[config.mk]
export PLATFORM = sky130hd
export DESIGN_NAME = adc_stim_gen
export DESIGN_NICKNAME = d
export VERILOG_FILES = /design/src/rtl/adc_stim_pkg.sv /design/src/rtl/stim_lfsr.sv /design/src/rtl/adc_stim_gen.sv
export SDC_FILE = /design/constraint.sdc
export NUM_CORES = 1
export LEC_CHECK = 0
export BUFFER_PORTS_ARGS = -buffer_cell sky130_fd_sc_hd__buf_4
export CAP_MARGIN = 20
export CORE_MARGIN = 3
export CORE_UTILIZATION = 39
export CTS_CLUSTER_SIZE = 14
export DETAILED_ROUTE_END_ITERATION = 10
export GPL_ROUTABILITY_DRIVEN = 0
export SYNTH_ARGS = -nofsm -noshare
export SYNTH_HDL_FRONTEND = slang
export SYNTH_SLANG_ARGS = --single-unit
[constraint.sdc]
create_clock -name adc_clk_i -period 10.4 [get_ports adc_clk_i]
set_input_delay 1.04 -clock adc_clk_i [delete_from_list [all_inputs] [get_ports adc_clk_i]]
set_output_delay 1.04 -clock adc_clk_i [all_outputs]
set_load 0.005 [all_outputs]
[src/rtl/adc_stim_pkg.sv]
// Shared types and constants for the ADC stimulus generator: pattern modes,
// FSM states and the 16-bit LFSR seed/taps.
package adc_stim_pkg;

    typedef enum logic [1:0] {
        MODE_CONST  = 2'd0,
        MODE_RAMP   = 2'd1,
        MODE_SQUARE = 2'd2,
        MODE_NOISE  = 2'd3
    } stim_mode_e;

    typedef enum logic [1:0] {
        ST_IDLE = 2'd0,
        ST_RUN  = 2'd1,
        ST_GAP  = 2'd2,
        ST_DONE = 2'd3
    } stim_state_e;

    localparam logic [15:0] LFSR_SEED = 16'hACE1;
    // Feedback taps for x^16+x^14+x^13+x^11+1 in right-shifting Fibonacci form.
    localparam logic [15:0] LFSR_TAPS = 16'h002D;

    function automatic logic [15:0] lfsr_next(input logic [15:0] s);
        return {^(s & LFSR_TAPS), s[15:1]};
    endfunction

endpackage

[src/rtl/stim_lfsr.sv]
// 16-bit Fibonacci LFSR for noisy-constant stimulus; reseeds on reset or
// seed_load, steps once per enable. Exposes only the low OUT_W bits.
module stim_lfsr
    import adc_stim_pkg::*;
#(
    parameter int OUT_W = 4
) (
    input  logic             clk,
    input  logic             rst_n,
    input  logic             en,
    input  logic             seed_load,
    output logic [OUT_W-1:0] bits
);

    logic [15:0] lfsr_q;

    always_ff @(posedge clk or negedge rst_n) begin
        if (!rst_n) begin
            lfsr_q <= LFSR_SEED;
        end else if (seed_load) begin
            lfsr_q <= LFSR_SEED;
        end else if (en) begin
            lfsr_q <= lfsr_next(lfsr_q);
        end
    end

    assign bits = lfsr_q[OUT_W-1:0];

endmodule

[src/rtl/adc_stim_gen.sv]
// Multi-channel ADC stimulus generator: const/ramp/square/noisy patterns with
// gaps, bursts and abort. Noise source built only when STIM_NOISE_EN is defined.
module adc_stim_gen
    import adc_stim_pkg::*;
#(
    parameter int DW      = 14,
    parameter int NCH     = 2,
    parameter int GAP_W   = 8,
`ifdef STIM_NOISE_EN
    parameter int NOISE_B = 4,
`endif
    parameter int CNT_W   = 16
) (
    input  logic              adc_clk_i,
    input  logic              adc_rstn_i,
    input  logic              start_i,
    input  logic              stop_i,
    input  logic [1:0]        mode_i,
    input  logic [DW-1:0]     base_i,
    input  logic [DW-1:0]     step_i,
    input  logic [CNT_W-1:0]  period_i,
    input  logic [GAP_W-1:0]  gap_i,
    input  logic [CNT_W-1:0]  count_i,
    output logic [NCH*DW-1:0] dat_o,
    output logic              valid_o,
    output logic              busy_o,
    output logic              done_o,
    output logic [CNT_W-1:0]  sample_cnt_o
);

    stim_state_e          state_q;
    stim_mode_e           mode_q;
    logic [DW-1:0]        base_q, step_q, ramp_q;
    logic [CNT_W-1:0]     period_q, count_q, sq_cnt_q;
    logic                 sq_hi_q;
    logic [GAP_W-1:0]     gap_q, gap_cnt_q;
    logic [DW-1:0]        ch_q [NCH];

    logic                 start_go, emit, last_sample;
    logic [CNT_W-1:0]     period_eff, cnt_inc;
    logic [DW-1:0]        new_val;

    assign start_go   = (state_q == ST_IDLE) && start_i && !stop_i;
    assign emit       = (state_q == ST_RUN) && !stop_i;
    assign period_eff = (period_q == '0) ? CNT_W'(1) : period_q;
    assign cnt_inc    = (sample_cnt_o == '1) ? sample_cnt_o : sample_cnt_o + CNT_W'(1);
    assign last_sample = (count_q != '0) && (cnt_inc == count_q);

`ifdef STIM_NOISE_EN
    logic [NOISE_B-1:0] noise_bits;
    logic [DW:0]        noisy_sum;
    logic [DW-1:0]      noisy_val;

    stim_lfsr #(.OUT_W(NOISE_B)) u_lfsr (
        .clk       (adc_clk_i),
        .rst_n     (adc_rstn_i),
        .en        (emit),
        .seed_load (start_go),
        .bits      (noise_bits)
    );

    // One guard bit catches overflow; clamp to the signed DW-bit extremes.
    always_comb begin
        noisy_sum = {base_q[DW-1], base_q}
                  + {{(DW+1-NOISE_B){noise_bits[NOISE_B-1]}}, noise_bits};
        if (noisy_sum[DW] != noisy_sum[DW-1])
            noisy_val = noisy_sum[DW] ? {1'b1, {(DW-1){1'b0}}} : {1'b0, {(DW-1){1'b1}}};
        else
            noisy_val = noisy_sum[DW-1:0];
    end
`endif

    // NOTE: every always_comb output gets a default first so no path can infer a latch.
    always_comb begin
        new_val = base_q;
        case (mode_q)
            MODE_RAMP:   new_val = ramp_q;
            MODE_SQUARE: new_val = sq_hi_q ? base_q + step_q : base_q;
`ifdef STIM_NOISE_EN
            MODE_NOISE:  new_val = noisy_val;
`else
            MODE_NOISE:  new_val = base_q;
`endif
            default:     new_val = base_q;
        endcase
    end

    // NOTE: sequential state uses non-blocking assignments only, so every register
    // sees pre-edge values regardless of statement order.
    always_ff @(posedge adc_clk_i or negedge adc_rstn_i) begin
        if (!adc_rstn_i) begin
            state_q      <= ST_IDLE;
            mode_q       <= MODE_CONST;
            base_q       <= '0;
            step_q       <= '0;
            ramp_q       <= '0;
            period_q     <= '0;
            count_q      <= '0;
            sq_cnt_q     <= '0;
            sq_hi_q      <= 1'b0;
            gap_q        <= '0;
            gap_cnt_q    <= '0;
            valid_o      <= 1'b0;
            busy_o       <= 1'b0;
            done_o       <= 1'b0;
            sample_cnt_o <= '0;
            // NOTE: the delay line is a handful of flops, not a RAM, so it is reset.
            for (int k = 0; k < NCH; k++) ch_q[k] <= '0;
        end else begin
            valid_o <= 1'b0;
            done_o  <= 1'b0;
            case (state_q)
                ST_IDLE: begin
                    if (start_go) begin
                        mode_q       <= stim_mode_e'(mode_i);
                        base_q       <= base_i;
                        step_q       <= step_i;
                        ramp_q       <= base_i;
                        period_q     <= period_i;
                        count_q      <= count_i;
                        gap_q        <= gap_i;
                        sq_cnt_q     <= '0;
                        sq_hi_q      <= 1'b0;
                        sample_cnt_o <= '0;
                        busy_o       <= 1'b1;
                        state_q      <= ST_RUN;
                        for (int k = 0; k < NCH; k++) ch_q[k] <= '0;
                    end
                end
                ST_RUN: begin
                    if (emit) begin
                        valid_o      <= 1'b1;
                        sample_cnt_o <= cnt_inc;
                        ch_q[0]      <= new_val;
                        for (int k = NCH-1; k > 0; k--) ch_q[k] <= ch_q[k-1];
                        ramp_q <= ramp_q + step_q;
                        if (sq_cnt_q == period_eff - CNT_W'(1)) begin
                            sq_cnt_q <= '0;
                            sq_hi_q  <= ~sq_hi_q;
                        end else begin
                            sq_cnt_q <= sq_cnt_q + CNT_W'(1);
                        end
                        if (last_sample) begin
                            state_q <= ST_DONE;
                        end else if (gap_q != '0) begin
                            gap_cnt_q <= gap_q - GAP_W'(1);
                            state_q   <= ST_GAP;
                        end
                    end else begin
                        busy_o  <= 1'b0;
                        state_q <= ST_IDLE;
                    end
                end
                ST_GAP: begin
                    if (stop_i) begin
                        busy_o  <= 1'b0;
                        state_q <= ST_IDLE;
                    end else if (gap_cnt_q == '0) begin
                        state_q <= ST_RUN;
                    end else begin
                        gap_cnt_q <= gap_cnt_q - GAP_W'(1);
                    end
                end
                ST_DONE: begin
                    done_o  <= 1'b1;
                    busy_o  <= 1'b0;
                    state_q <= ST_IDLE;
                end
                default: state_q <= ST_IDLE;
            endcase
        end
    end

    for (genvar k = 0; k < NCH; k++) begin : g_pack
        assign dat_o[k*DW +: DW] = ch_q[k];
    end

endmodule

[Yosys cells after proc, flatten, opt, wreduce, memory -nomap -nowiden]
Cells that the tools add are included.
Operators by class
  shift-type cells: 0
  order comparisons: 0
  multipliers: 0
  add/sub/neg operators: 7
  muxes and demuxes: 40
  equal/unequal tests: 19
  bitwise gates (word level): 1
  reduce and logical (&&, ||, !) cells: 18
  divide/modulo/power cells: 0
Operators with widths (count)
  two-way mux 16 bit: 6
  case mux 16 bit (2 select lines): 2
  two-way mux 28 bit: 2
  case mux 14 bit (2 select lines): 2
  case mux 28 bit (2 select lines): 1
  two-way mux 14 bit: 3
  two-way mux 8 bit: 5
  adder 16 x 1 -> 16 bit (second input constant): 2
  == test 16 bit: 2
  adder 14 bit: 2
  == test 16 bit (second input constant): 1
  zero test 16 bit: 1
  case mux 8 bit (2 select lines): 1
  nonzero test 16 bit: 1
  subtractor 16 x 1 -> 16 bit (second input constant): 1
  subtractor 8 x 1 -> 8 bit (second input constant): 2
  != test 2 bit (second input constant): 7
  two-way mux 2 bit: 6
  two-way mux 1 bit: 9
  AND reduction 3 bit: 3
  zero test 8 bit: 1
  case mux 2 bit (4 select lines): 1
  nonzero test 8 bit: 1
  == test 2 bit (second input constant): 3
  14 further kinds: 20
Storage, ports and cells
  word-level logic and storage cells: 102
  bits of input ports: 74
  RAM bits: 0
  bits in registers: 158
  memory bits (read-only): 0
  memories kept: 0
  output and inout bits: 47
  latch bits: 0

[Depth between registers and ports, before layout]
Gate-level depths: netlist (run 1).
  depth in word-level cells: 7
  mapped depth: 14
  depth with buffers taken out: 13

[Worst setup path before layout (run 1)]
No wires, ideal clock.
  path kind: register -> register
  start: register period_q[0]
  end: register sq_cnt_q[1]
  clock period less this slack: 3.563 ns
  path slack: 6.837 ns
  setup time: 0.121 ns
  arrival time: 3.442 ns
  cell stages (with the launch flop): 13
  required time: 10.279 ns
  buffers on the path: 2
  cell sequence: dfrtp_1 > or4_1 > buf_2 > o41a_1 > ha_1 > xor2_1 > nand2_1 > a2111oi_0 > o2111ai_1 > a2111oi_4 > nor2_4 > buf_6 > a22o_2
On the way
  word-level cells in the longest chain between the ends: 7
Ends and longest elaborated chain
  start: declaration: line adc_stim_gen.sv:34  | logic [CNT_W-1:0] period_q, count_q, sq_cnt_q;
  start signal: assignment: line adc_stim_gen.sv:119  | period_q <= period_i;
  zero test 16 bit: line adc_stim_gen.sv:45  | assign period_eff = (period_q == '0) ? CNT_W'(1) : period_q;
  two-way mux 16 bit *: line adc_stim_gen.sv:45
  subtractor 16 x 1 -> 16 bit *: line adc_stim_gen.sv:137  | if (sq_cnt_q == period_eff - CNT_W'(1)) begin
  == test 16 bit *: line adc_stim_gen.sv:137
  two-way mux 16 bit *: line adc_stim_gen.sv:137
  two-way mux 16 bit *: line adc_stim_gen.sv:131  | if (emit) begin
  case mux 16 bit (2 select lines) *: line adc_stim_gen.sv:112  | case (state_q)
  end signal: assignment: line adc_stim_gen.sv:141  | sq_cnt_q <= sq_cnt_q + CNT_W'(1);
  end: declaration: line adc_stim_gen.sv:34
Mark *: on every way between the ends. The rest lies on a longest branch, timed or not. The select of a mux whose other input is x is not followed.
A chain may end at the register's enable or synchronous reset.

[Worst setup path after layout (run 1)]
  start: register period_q[0]
  end: register sq_cnt_q[3]
Same word-level chain as after synthesis.

==> results of run 1 <==
-- flip-flops by register name, indices dropped and copies added (netlist names), 8 cells and up --
name	flops
dat_o	28
count_q	16
period_q	16
sample_cnt_o	16
sq_cnt_q	16
base_q	14
ramp_q	14
step_q	14
gap_cnt_q	8
gap_q	8
-- per-stage QoR --
step / std cells / setup slack [ns] / hold WS (ns)
after floorplan: 1161 / 6.84 / 0.465
after global placement: 1549 / 6.20 / 0.486
after detailed placement: 1549 / 6.13 / 0.485
after CTS: 1581 / 6.11 / 0.505
after global routing: 1581 / 5.68 / 0.518
final: 1581 / 6.11 / 0.504
-- synth_stat cells, types with 9 or more instances --
cell type / number
xor2_1: 19
nor3_1: 43
a22o_1: 17
and3_1: 22
o21ai_1: 14
xnor2_1: 30
nor2_1: 56
o31ai_1: 10
dfrtp_1: 158
o21ai_0: 78
nand2_1: 264
clkbuf_1: 40
nor2b_1: 15
buf_2: 13
nand4_1: 9
a21oi_1: 56
inv_1: 25
ha_1: 32
a31oi_1: 13
nor4_1: 13
mux2i_1: 17
nand3_1: 34
a211oi_1: 14
-- kinds of logic (layout without fill, tap and decap cells) --
family / after synthesis / in the layout / synth area share
and+or+nand+nor: 519 / 519 / 0.252
AOI/OAI and AO/OA: 285 / 285 / 0.190
DFF: 158 / 158 / 0.402
xor gates and xnor gates: 49 / 49 / 0.0437
adders and majority gates: 34 / 34 / 0.0448
buffers and inverters: 91 / 187 / 0.0401
muxes: 25 / 25 / 0.0265
-- worst max-delay path by stage --
stage	from	endpoint	slack, ns	depth (start not counted)
after floorplan	period_q[0]	sq_cnt_q[1]	6.84	12
after global placement	period_q[2]	sq_cnt_q[3]	6.20	10
after detailed placement	period_q[0]	sq_cnt_q[3]	6.13	11
after CTS	period_q[2]	sq_cnt_q[3]	6.11	11
after global routing	period_q[6]	sq_cnt_q[3]	5.68	12
final	period_q[0]	sq_cnt_q[3]	6.11	11
-- area by class of cell --
type | instances | area [um2] | share of cell area
multi-input combinational | 912 | 5490 | 0.477
clock buffer | 19 | 443 | 0.0385
timing repair buffer | 129 | 972 | 0.0845
clock inverter | 13 | 143 | 0.0124
sequential | 158 | 3950 | 0.344
inverter | 26 | 97.6 | 0.00848
tap | 324 | 405 | 0.0352
-- cell usage in the layout, fill, tap and decap left out, types with 7 or more instances in the layout --
cell       netlist  routed
a21o_1           7       7
o21ai_0         78      78
a22oi_1          8       8
clkbuf_16        0      17
nand4_1          9       9
nor4_1          13      13
xor2_1          19      19
nor2b_1         15      15
inv_1           25      25
mux2_2           8       8
buf_4            1     128
nand2b_1         7       7
a31oi_1         13      13
and3_1          22      22
o21ai_1         14      14
xnor2_1         30      30
nor2_1          56      55
a21oi_1         56      56
o21a_1           8       8
nand3_1         34      34
ha_1            32      32
a22o_1          17      17
nand2_1        264     264
a211oi_1        14      14
nor3_1          43      43
dfrtp_1        158     158
mux2i_1         17      17
nand4b_1         7       7
o211ai_1         8       8
o31ai_1         10      10
-- critical path, cell delays in order, from the launching register on --
cell and delay (ns):
dfrtp_1 0.40, or4_1 0.65, o41a_1 0.47, ha_1 0.24, nor3b_1 0.18, nand2_1 0.15, nor3_1 0.07, a2111oi_0 0.30
o2111ai_1 0.23, a2111oi_4 0.96, nor2_4 0.21, a22o_2 0.31
-- layer usage --
layer	track usage	vias to the layer above	routed length, um
met5	0	-	0
met4	0.0610	0	537
met3	0.0316	38	1520
met2	0.330	255	12700
met1	0.295	4214	13000
li1	-	4327	-
-- power groups by stage --
stage / combinational (W) / sequential (W) / clock (W)
after CTS: 0.000870 / 0.000940 / 0.000642
after global placement: 0.000852 / 0.000946 / 0
after detailed placement: 0.000865 / 0.000950 / 0
after global routing: 0.000984 / 0.000966 / 0.000669
final: 0.000870 / 0.000942 / 0.000627
after floorplan: 0.000663 / 0.000874 / 0
==> metrics.txt, run 1 <==
Via Count about 8800; status finished, final reports clean; #FFs+latches synth approximately 160; Setup Viol. Count Final 0; ys async rst share 1.00; GRT Total Usage 0.208; Clock transition at path regs 0.07 ns; CORE AREA around 25000 um2; Pleak ~5.2 nW; top-area cell type share of the netlist area 0.402; antenna violations before repair 0; Post-synth EDFFs 0; Distinct cells, synth 85; Syn Area/Cell about 8.5 um2; DR iter-0 viols 650; dominant cells by area after synthesis dfrtp_1, nand2_1, ha_1; Syn Nets between 1000 and 1500; IO Port Bufs 120; CP Max Fanout 17; max cap viols 0; Final period util 0.413; FF-to-FF Start period_q[0]; Slew HR 0.281; DRC viols 0; Initial Util 0.400; synthesized cell area roughly 9800 um2; fmax around 0.23 GHz; cts bufs inserted 17; cells after synthesis around 1200; cell taking the most area after synthesis dfrtp_1; Clock Latency Late Sink roughly 0.43 ns; Diodes inserted 0; final wirelength between 20000 and 30000 um; # resized after CTS 0; R2R Setup Slk roughly 6.1 ns; TritonCTS clock tree yes; Worst Hold Class reg -> reg; Gate power share 0.357; # fillers roughly 2400; vias in the first global route 8400; cell area after layout roughly 12000 um2; WS Path Type reg -> reg; switching part of the total 0.381; Final Critical Period roughly 4.3 ns; die width 165 um; switching pwr around 0.00093 W; Max Slew Vio Count 0; Seq/Total Area, Yosys 0.402; reg2reg path depth 11; Seq pwr share 0.386; RSZ-0062 raised after global routing false; H-Tree Depth 4; synth warn 0; CTS max path bufs 2; wire per inst 17.6 um; drt first pass iters 5; Min-Delay Startpoint dat_o[22]; Slew @ Worst Pin roughly 1.1 ns; detailed placement HPWL roughly 19000 um; crit path launch type flop; hold endpoint dat_o[22]; ys flop type dfrtp_1; Post-CTS Setup Bufs 0; Cell Rows 57; CTS root buffer clkbuf_16; largest net degree at the start of global routing 96; number of vias per cell around 5.6; cts hold-fix bufs 0; gr ovfl total 0; DP Area ~11000 um2; CP Capture Type flop; height of the die between 150 and 200 um; Final Hold Viols 0; Power Density about 210 nW/um2; # IOs 121; peak supply drop slightly above 100 uV; fraction of layout cells with a size suffix above 1 0.155; first-pass GRT wire length approximately 45000 um; clock sinks 158; Area Growth Syn to Fin 17.1%; total power approximately 0.0024 W; worst-case clock skew between 0.01 and 0.015 ns; Req. time, crit path ~11 ns; Clk pwr share 0.257; post-layout util 0.469; Final ANT Viol Nets 0; Critical Path AT 4.61 ns; Power Internal about 0.0015 W; hold path cells 1; Total Negative Setup Slacks 0 ns; # nets final roughly 1400; Die Area approximately 27000 um2; Critical R2R Capture sq_cnt_q[3]
Power figures use the tool's default switching activity.
==> run 2: changes to the inputs <==
- ABC_AREA: default -> 1
- clock period: 10.4 -> 4.43 ns (I/O delays scaled with it)
==> run 2 against run 1 <==
Compared with the run above: maximum frequency grew 44%; combinational power grew to 4.7 times the previous value; worst hold slack lost 0.46 ns; largest cell class unchanged.
==> metrics.txt, run 2 <==
cell taking the most area after synthesis dfrtp_1; clock sinks ~160; post-layout util 0.471; Compound-Gate Fraction of Synth Area 0.133; # fillers ~2500; largest stage delay on the critical path roughly 0.4 ns; Final Hold Viols 0; detailed placement HPWL between 15000 and 20000 um; final wirelength around 28000 um; cts hold-fix bufs 0; worst-case clock skew about 0.011 ns; CP Buf/Inv Count 2; simple-gate portion of the synthesized area 0.282; status finished, final reports clean; WL met3 between 1000 and 1500 um; Final Critical Period approximately 3.0 ns; synthesized cell area just under 10000 um2; commonest cells in the netlist nand2_1, dfrtp_1, inv_1; max reg flops 28; antenna violations before repair 1; most common cell in the netlist nand2_1; GRT Total Usage 0.211; Distinct cells, synth 47; height of the die about 160 um; CP Capture Type flop; gr ovfl total 0; CP delay by family, top simple AND/OR/NAND/NOR gates; WS Path Type reg -> reg; Total Negative Setup Slacks 0 ns; Worst Hold Class in -> async; synth warn 0; R2R Setup Slk roughly 1.4 ns; first-pass GRT wire length between 40000 and 50000 um; Via Count 8999; routed length on met2 about 13000 um; FF-to-FF Start period_q[12]; post-synthesis mux area share 0.00310; Critical Path AT 3.27 ns; #FFs+latches synth around 160; CP Max Fanout 14; switching pwr roughly 0.0037 W; dominant cells by area after synthesis dfrtp_1, nand2_1, o21ai_0; CTS root buffer clkbuf_16; Seq/Total Area, Yosys 0.408; Power Internal between 0.004 and 0.005 W; Pleak around 5.7 nW; number of vias per cell slightly above 5; Final period util 0.674; H-Tree Depth 4; Max Slew Vio Count 0; Post-synth EDFFs 0; TritonCTS clock tree yes; reg2reg path depth 18; Gate power share 0.505; # nets final about 1500; drt first pass iters 5; Setup Viol. Count Final 0; Slew @ Worst Pin just over 1 ns; DRC viols 0; worst path cell trace inv_1 -> nand2_1 -> nor3_1 -> nand3_1 -> nand2_1 -> inv_1 -> ha_1 -> nand3_1 -> nor2_1 -> nand2_1 -> xor2_1 -> nor2_1 -> nor3_1 -> nand2_1 -> nor2_1 -> nand2_1 -> nand2_2 -> o22ai_1; Slew HR 0.323; cells after synthesis between 1000 and 1500; ys flop type dfrtp_1; peak supply drop between 200 and 300 uV; Req. time, crit path ~4.7 ns; Clk pwr share 0.182; Syn Area/Cell 7.41 um2; # IOs 121; top-area cell type share of the netlist area 0.408; Critical-path top delay cell dfrtp_1; DR iter-0 viols 684; ys async rst share 1.00; # resized after CTS 0; switching part of the total 0.454; wire per inst roughly 16 um; crit path launch type flop; cell mode on critical path nand2_1; Initial Util 0.397; IO Port Bufs 120; Die Area between 20000 and 30000 um2; largest net degree at the start of global routing ~100; adder-cell share of the synthesized area 0.0454; area of the multi-input gates a little over 5000 um2; Seq pwr share 0.313; vias in the first global route about 9000; Power Density between 700 and 800 nW/um2; fmax ~0.34 GHz; commonest non-fill, non-tap cell in the layout nand2_1; max cap viols 0; die width between 150 and 200 um; Post-CTS Setup Bufs 0; cts bufs inserted 17; Post-Route M1 WL 13000 um; Clock transition at path regs around 0.070 ns; Syn Nets 1416; Area Growth Syn to Fin 18.4%; commonest non-fill, non-tap cells in the layout nand2_1, dfrtp_1, inv_1; CTS max path bufs 2; Final ANT Viol Nets 0; Cell Rows 57; Critical R2R Capture sq_cnt_q[4]; Diodes inserted 0; largest family of logic cells by synthesized area simple AND/OR/NAND/NOR gates; Synth Area in XOR/XNOR 0.0556; Clock Latency Late Sink around 0.43 ns; fraction of layout cells with a size suffix above 1 0.135; CORE AREA between 20000 and 25000 um2; top sig layer met5; sequential cell area roughly 4000 um2; RSZ-0062 raised after global routing false
==> run 2: cell types whose count changed after synthesis, sizes merged, moves of 15 or more <==
cell | previous run | this run
nand4 | 11 | 33
nor3 | 47 | 15
o21ai | 93 | 130
and3 | 23 | 1
buf | 24 | 6
a22o | 20 | 4
inv | 25 | 138
nor2 | 57 | 100
nor2b | 15 | 0
xor2 | 19 | 41
nand3 | 34 | 73
nand2 | 265 | 403
==> run 2: worst max path at each step <==
stage,start,to,slack (ns),cells past startpoint
after global routing,period_q[8],sq_cnt_q[7],1.12,18
final,period_q[12],sq_cnt_q[4],1.44,18
after detailed placement,period_q[8],sq_cnt_q[4],1.49,18
after floorplan,period_q[8],sq_cnt_q[10],1.91,19
after global placement,period_q[8],sq_cnt_q[15],1.56,18
after CTS,period_q[8],sq_cnt_q[4],1.46,18
==> run 2: layer usage <==
| layer | GRT usage | up-vias |
|---|---|---|
| met1 | 0.293 | 4283 |
| li1 | - | 4479 |
| met5 | 0 | - |
| met3 | 0.0383 | 27 |
| met2 | 0.338 | 208 |
| met4 | 0.0600 | 2 |
==> run 2: kinds of logic after synthesis <==
family | count (synthesis)
AOI/OAI and AO/OA | 240
xor gates and xnor gates | 60
adders and majority gates | 34
buffers and inverters | 181
DFF | 158
muxes | 3
and+or+nand+nor | 632
==> run 2: metrics by stage <==
| step | setup WS [ns] | hold slack, ns | area [um2] | power (W) | instances |
|---|---|---|---|---|---|
| after floorplan | 1.91 | 0.147 | 9690 | 0.00542 | 1308 |
| after global placement | 1.56 | 0.464 | 10900 | 0.00660 | 1719 |
| after detailed placement | 1.49 | 0.478 | 10900 | 0.00666 | 1719 |
| after CTS | 1.46 | 0.0780 | 11500 | 0.00818 | 1751 |
| after global routing | 1.12 | 0.0955 | 11500 | 0.00892 | 1751 |
| final | 1.44 | 0.0452 | 11500 | 0.00815 | 1751 |
==> run 2: worst reg2reg max path, delay by kind of cell (launching register included) <==
family,cells,cell delay [ns]
and+or+nand+nor,13,1.77
DFF,1,0.40
adders and majority gates,1,0.22
xor gates and xnor gates,1,0.18
buffers and inverters,2,0.16
AOI/OAI and AO/OA,1,0.13
==> run 2: power groups by stage <==
stage,clock network (W),logic (W),registers [W]
after global routing,0.00156,0.00473,0.00263
after global placement,0,0.00405,0.00255
after detailed placement,0,0.00410,0.00256
final,0.00148,0.00412,0.00255
after floorplan,0,0.00303,0.00239
after CTS,0.00151,0.00413,0.00254
==> run 2: layout make-up <==
| class | count | area share |
|---|---|---|
| Timing Repair Buffer | 128 | 0.0852 |
| Clock inverter | 9 | 0.00938 |
| Sequential cell | 158 | 0.345 |
| Multi-Input combinational cell | 969 | 0.439 |
| Clock buffer | 23 | 0.0408 |
| Tap cell | 324 | 0.0353 |
| Inverter | 140 | 0.0460 |
